**src/rtl/sprite_motion_engine_pkg.sv**
```systemverilog
// sprite_motion_engine_pkg: playfield constants, sequencer states and id-width helper
package sprite_motion_engine_pkg;
    localparam int SCREEN_WIDTH  = 640;
    localparam int SCREEN_HEIGHT = 480;
    localparam logic [0:0] ST_IDLE   = 1'b0;
    localparam logic [0:0] ST_UPDATE = 1'b1;
    function automatic int id_width(input int n);
        return (n > 1) ? $clog2(n) : 1;
    endfunction
endpackage

```
**src/rtl/sprite_motion_engine_hit_test.sv**
```systemverilog
// sprite_motion_engine_hit_test: decides whether a pixel falls inside one sprite's box and mask
module sprite_motion_engine_hit_test #(
    parameter int SPRITE_W   = 16,
    parameter int SPRITE_H   = 16,
    parameter int GROUND_Y   = 384,
    parameter int ROUND_MASK = 1
) (
    input  logic [9:0] x,
    input  logic [9:0] y,
    input  logic [9:0] hpos,
    input  logic [9:0] vpos,
    output logic       hit
);
    localparam logic signed [11:0] HW    = 12'(SPRITE_W / 2);
    localparam logic signed [11:0] HH    = 12'(SPRITE_H / 2);
    localparam logic signed [11:0] MID_Y = 12'(GROUND_Y - SPRITE_H + SPRITE_H / 2);
    localparam logic signed [23:0] R2    = 24'((SPRITE_W / 2) * (SPRITE_W / 2));
    logic signed [11:0] ox, oy;
    logic signed [23:0] d2;
    // offsets from the sprite centre; the box test is then a symmetric range check
    always_comb begin
        ox = $signed({2'b0, hpos}) - $signed({2'b0, x}) - HW;
        oy = $signed({2'b0, vpos}) + $signed({2'b0, y}) - MID_Y;
        d2 = 24'(ox) * 24'(ox) + 24'(oy) * 24'(oy);
        hit = ox >= -HW && ox < HW && oy >= -HH && oy < HH && (ROUND_MASK == 0 || d2 < R2);
    end
endmodule

```
**src/rtl/sprite_motion_engine.sv**
```systemverilog
// sprite_motion_engine: per-frame sprite bounce/jump physics with registered per-pixel hit test
module sprite_motion_engine
    import sprite_motion_engine_pkg::*;
#(
    parameter int NUM_SPRITES = 4,
    parameter int SPRITE_W    = 16,
    parameter int SPRITE_H    = 16,
    parameter int SCREEN_W    = SCREEN_WIDTH,
    parameter int GROUND_Y    = 384,
    parameter int SPEED_X     = 1,
    parameter int JUMP_VEL    = 12,
    parameter int GRAVITY     = 1,
    parameter int ROUND_MASK  = 1,
    localparam int ID_W       = id_width(NUM_SPRITES)
) (
    input  logic                   clk,
    input  logic                   reset,
    input  logic                   frame_end,
    input  logic [9:0]             hpos,
    input  logic [9:0]             vpos,
    input  logic [NUM_SPRITES-1:0] jump,
    output logic                   o_hit,
    output logic [ID_W-1:0]        o_hit_id,
    output logic                   o_busy,
    output logic                   o_overrun
);
    localparam logic [10:0]        X_MAX = 11'(SCREEN_W - SPRITE_W);
    localparam logic signed [10:0] Y_MAX = 11'(GROUND_Y - SPRITE_H);
    logic [9:0]             x [NUM_SPRITES];
    logic [9:0]             y [NUM_SPRITES];
    logic signed [7:0]      vy [NUM_SPRITES];
    logic [NUM_SPRITES-1:0] dx, jump_req, clr, hits;
    logic [0:0]             state;
    logic [ID_W-1:0]        idx, hit_id;
    logic [9:0]             cx, cy, nx, ny;
    logic signed [7:0]      cvy, nvy;
    logic signed [10:0]     nv, sum;
    logic                   upd, cdx, ndx, x_hi, x_lo, grounded, consume;
    assign upd    = state == ST_UPDATE;
    assign o_busy = upd;
    // next state of the sprite currently addressed by the sequencer
    always_comb begin
        cx = x[idx];
        cy = y[idx];
        cvy = vy[idx];
        cdx = dx[idx];
        x_hi = cdx && 11'(cx) + 11'(SPEED_X) >= X_MAX;
        x_lo = !cdx && cx <= 10'(SPEED_X);
        nx = x_hi ? 10'(X_MAX) : x_lo ? 10'd0 : cdx ? cx + 10'(SPEED_X) : cx - 10'(SPEED_X);
        ndx = x_hi ? 1'b0 : x_lo ? 1'b1 : cdx;
        grounded = cy == 10'd0 && cvy == 8'sd0;
        consume = upd && grounded && jump_req[idx];
        nv = 11'(cvy) - 11'(GRAVITY);
        sum = $signed({1'b0, cy}) + nv;
        ny = grounded ? (consume ? 10'(JUMP_VEL) : 10'd0) : sum <= 0 ? 10'd0 : sum >= Y_MAX ? 10'(Y_MAX) : sum[9:0];
        nvy = grounded ? (consume ? 8'(JUMP_VEL) : 8'sd0) : (sum <= 0 || sum >= Y_MAX) ? 8'sd0 : nv[7:0];
        clr = '0;
        clr[idx] = consume;
    end
    for (genvar s = 0; s < NUM_SPRITES; s++) begin : g_hit
        sprite_motion_engine_hit_test #(
            .SPRITE_W(SPRITE_W), .SPRITE_H(SPRITE_H), .GROUND_Y(GROUND_Y), .ROUND_MASK(ROUND_MASK)
        ) u_hit (
            .x(x[s]), .y(y[s]), .hpos(hpos), .vpos(vpos), .hit(hits[s])
        );
    end
    always_comb begin
        hit_id = '0;
        for (int i = NUM_SPRITES - 1; i >= 0; i--) hit_id = hits[i] ? ID_W'(i) : hit_id;
    end
    always_ff @(posedge clk) begin
        if (reset) begin
            for (int i = 0; i < NUM_SPRITES; i++) begin
                x[i]  <= 10'(i * 2 * SPRITE_W);
                y[i]  <= '0;
                vy[i] <= '0;
            end
            dx        <= '1;
            jump_req  <= '0;
            state     <= ST_IDLE;
            idx       <= '0;
            o_hit     <= 1'b0;
            o_hit_id  <= '0;
            o_overrun <= 1'b0;
        end else begin
            if (upd) begin
                x[idx]  <= nx;
                dx[idx] <= ndx;
                y[idx]  <= ny;
                vy[idx] <= nvy;
            end
            jump_req  <= (jump_req & ~clr) | jump;
            state     <= upd ? (idx == ID_W'(NUM_SPRITES - 1) ? ST_IDLE : ST_UPDATE) : (frame_end ? ST_UPDATE : ST_IDLE);
            idx       <= (upd && idx != ID_W'(NUM_SPRITES - 1)) ? idx + 1'b1 : '0;
            o_overrun <= upd && frame_end;
            o_hit     <= |hits;
            o_hit_id  <= hit_id;
        end
    end
endmodule
```
**config.mk**
```make
export PLATFORM = sky130hd
export DESIGN_NAME = sprite_motion_engine
export DESIGN_NICKNAME = d
export VERILOG_FILES = /design/src/rtl/sprite_motion_engine_pkg.sv /design/src/rtl/sprite_motion_engine_hit_test.sv /design/src/rtl/sprite_motion_engine.sv
export SDC_FILE = /design/constraint.sdc
export NUM_CORES = 2
export LEC_CHECK = 0
export ABC_AREA = 1
export BUFFER_PORTS_ARGS = -buffer_cell sky130_fd_sc_hd__buf_2
export CORE_UTILIZATION = 35
export CTS_CLUSTER_DIAMETER = 60
export DETAILED_ROUTE_END_ITERATION = 6
export SETUP_SLACK_MARGIN = 0.5
export SLEW_MARGIN = 0
export SYNTH_ARGS = -nofsm -noshare
export SYNTH_HDL_FRONTEND = slang
export SYNTH_SLANG_ARGS = --single-unit
```
**constraint.sdc**
```tcl
create_clock -name clk -period 19.2 [get_ports clk]
set_input_delay 5.76 -clock clk [delete_from_list [all_inputs] [get_ports clk]]
set_output_delay 5.76 -clock clk [all_outputs]
set_load 0.1 [all_outputs]
```
==> results.md <==
* Max_slew headroom at between 30% and 40%
* Final nets at 8125
* Clock root buffer master: clkbuf_16
* # DRC at 0
* Post-synthesis register bit count at 127
* DRT Wirelength at roughly 130000 µm
* Antenna violations before repair at 10
* Worst path arrival time at approximately 15 ns
* Worst R2R End: o_hit_id[0]$_SDFF_PP0_
* TritonCTS Sinks at between 100 and 150
* Synth warn at 0
* DRT Pass-1 Iters at 6
* I/O pin count at 32
* Synth area leader: fa_1
* Slew @ Worst Pin at just over 1 ns
* Worst clock skew at a little under 0.007 ns
* FFs w/ async S/R, synth at 0%
* Post-synth EDFFs at 112
* Ys flop type: edfxtp_1
* Crit path time final at between 15 and 20 ns
* Max Cap Violations at 0
* WHS Path Cells at 2
* Startpoint type of the worst setup path: input port
* H-tree depth at 4
* Clock-pin slew on the worst setup and hold paths at ~0.060 ns
* Critical Path Sink Type: flop
* Synth Instances at roughly 6500
* Chip width at 389.3 µm
* Top cells by area, synth: fa_1 (43%), inv_1 (14%), ha_1 (11%), nand2_1 (6.7%), edfxtp_1 (6.4%)
* RSZ-0062 raised after global routing: no
* CTS Hold Bufs at 0
* Cts repair resizes at 0
* Synth unique cells at ~60
* Core Footprint at about 150000 µm²
* Fraction of layout cells with a size suffix above 1 at 2.214%
* Kind of critical path: input port to flop
* Port bufs at 31
* Register area share after synthesis at under 10%
* First-pass GRT wire length at around 220000 µm
* Worst Path Required at 19.51 ns
* Post-DR vias/cell at between 4 and 5
* Worst R2R Start: x[0][2]$_SDFFCE_PN0P_
* CTS Buf Count at 17
* Initial DRC Count at between 2000 and 2500
* Largest net degree at the start of global routing at 65
* Tcrit/Tclk final at between 70% and 80%
* Die height at 389.3 µm
* Most used cell along the critical path: nand2_1
* TritonCTS clock tree: done
* Vias in the first global route at 41870
* Synth top area share at between 40% and 50%
* Post-CTS setup buffers at 0
* CP max FO at 17
* Overall routing resource usage at 18.29%
* Slowest stage delay, CP at 0.66 ns
* Status: complete, no violations
* Final TNS setup at 0 ns
* Antenna viol nets, final at 0
* Clk Latency, worst-skew pair at roughly 0.43 ns
* Worst hold start: jump_req[1]$_SDFF_PP0_
* Syn-to-layout area delta at 5.694%
* R2R Setup Slk at between 9 and 10 ns
* Post-DP HPWL at between 100000 and 150000 µm
* Final hold viol count at 0
* Worst Hold Path EP: jump_req[1]$_SDFF_PP0_
* GP Congestion at a little over 0.9
* Worst hold path type: flop to flop
* Reg2reg path depth at 41
* Die Area at 151600 µm²
* FP Rows at 141
* CTS Buffer Depth at 2
* Worst path slowest cell: fa_1
* Avg Cell Area, Syn at 8.062 µm²
* Initial Util at between 30% and 40%
* Final Setup Violations at 0
* DR vias at approximately 40000
* Total gr overflow at 0
* Post-DR wirelength/cell at approximately 16 µm
* Syn Std Cell Area at around 53000 µm²
* Slew Viols, Final at 0
* Max Clk Rate at about 66 MHz
* Fill cells at approximately 15000
kinds of logic (layout without fill, tap and decap cells):
logic type / after synthesis / after routing / synth area share (%)
flip-flops: 127 / 127 / 6.976
buffers and inverters: 2138 / 2126 / 15.41
AND/OR/NAND/NOR: 2142 / 2142 / 16.90
AO/OA/AOI/OAI: 351 / 351 / 3.736
XOR/XNOR: 148 / 148 / 2.497
adder cells (fa/ha/maj): 1606 / 1606 / 54.45
multiplexers: 1 / 1 / 0.01906
other: 1 / 9 / 0.007141
flip-flops by register name, indices dropped and copies added, names as in the netlist:
| register | flops |
|---|---|
| x | 40 |
| y | 40 |
| vy | 32 |
| dx | 4 |
| jump_req | 4 |
| idx | 2 |
| o_hit_id | 2 |
| o_busy | 1 |
| o_hit | 1 |
| o_overrun | 1 |
stage by stage:
| step | utilization, % | hold WS (ns) | cell area, µm² | setup slack [ns] | cells |
|---|---|---|---|---|---|
| floorplan | - | 0.4424 | 52520 | 5.520 | 6517 |
| global placement | 37.03 | 0.4547 | 54940 | 3.773 | 8475 |
| detailed placement | 37.03 | 0.4612 | 54940 | 3.766 | 8475 |
| CTS | 37.40 | 0.4742 | 55490 | 4.190 | 8507 |
| global route | 37.40 | 0.5118 | 55490 | 3.463 | 8507 |
| finish | 37.41 | 0.4742 | 55500 | 4.095 | 8512 |
how the worst max path moves through the flow:
| stage | from | end | slack, ns | cells after the start |
|---|---|---|---|---|
| finish | hpos[2] | o_hit_id[0]$_SDFF_PP0_ | 4.09 | 41 |
| global route | hpos[0] | o_hit$_SDFF_PP0_ | 3.46 | 43 |
| CTS | hpos[2] | o_hit$_SDFF_PP0_ | 4.19 | 42 |
| detailed placement | hpos[2] | o_hit$_SDFF_PP0_ | 3.77 | 42 |
| global placement | hpos[0] | o_hit$_SDFF_PP0_ | 3.77 | 43 |
| floorplan | hpos[2] | o_hit_id[1]$_SDFF_PP0_ | 5.52 | 43 |
worst max-delay path, delay by kind of cell:
kind	cells	cell delay [ns]
compound gates	3	0.44
simple gates	18	3.08
fa+ha+maj	10	4.78
buf+inv	10	1.34
synth_stat cells, types with 2 or more instances:
library cell and number:
a21oi_1 167, clkbuf_1 59, nand3b_1 24, buf_2 26, nand3b_2 2, buf_6 4, inv_2 5, a32o_1 2
o22ai_1 12, edfxtp_1 112, inv_1 2011, a21o_1 9, o21a_1 5, or2_2 20, nor3_1 38, nand2_2 5
o21ai_0 109, nor4_1 5, clkinv_1 24, nand2_4 9, nand4_1 69, and3_1 2, nand3_2 4, a32o_2 5
buf_1 7, fa_1 1132, o21bai_1 21, nand3_1 221, ha_1 474, a32oi_1 2, a21boi_0 3, nor2_1 798
xnor2_1 73, and2_1 4, xor2_1 73, dfxtp_1 15, nand2_1 934, o211ai_1 3, a211oi_1 2, a31oi_1 5
cell usage in the layout, fill, tap and decap left out, types with 12 or more instances in the layout:
master	n
nand3b_1	24
buf_4	22
dfxtp_1	14
fa_1	1132
o22ai_1	12
o21bai_1	21
a21oi_1	167
xor2_1	73
or2_2	20
xnor2_1	72
edfxtp_1	112
nand3_1	221
nand2_1	932
clkbuf_16	17
nand4_1	69
clkinv_1	28
o21ai_0	109
inv_1	2011
nor3_1	38
ha_1	474
nor2_1	797
buf_2	31
routing by layer:
layer / global-route usage [%] / part of all wire [%] / wire, µm / vias up
met2: 30.37 / 47 / 62810 / 1130
met3: 1.599 / 5.8 / 7746 / 123
li1: - / - / - / 18900
met4: 3.314 / 1.8 / 2380 / 4
met1: 26.11 / 45 / 60910 / 19710
met5: 0 / 0.017 / 23 / -
layout make-up:
cell class / count / area (µm²) / share of cell area [%]
flip-flops and latches: 127 / 3665 / 6.603
clock buffers: 19 / 432.9 / 0.7800
clock inverters: 13 / 122.6 / 0.2209
inverters: 2041 / 7664 / 13.81
diodes: 5 / 12.51 / 0.02254
multi-input cells: 4252 / 40780 / 73.48
well taps: 2002 / 2505 / 4.513
repair buffers: 53 / 320.3 / 0.5771
Power is not shown: default switching activity piles up to over one toggle a cycle in this logic, so the estimate is an artifact.
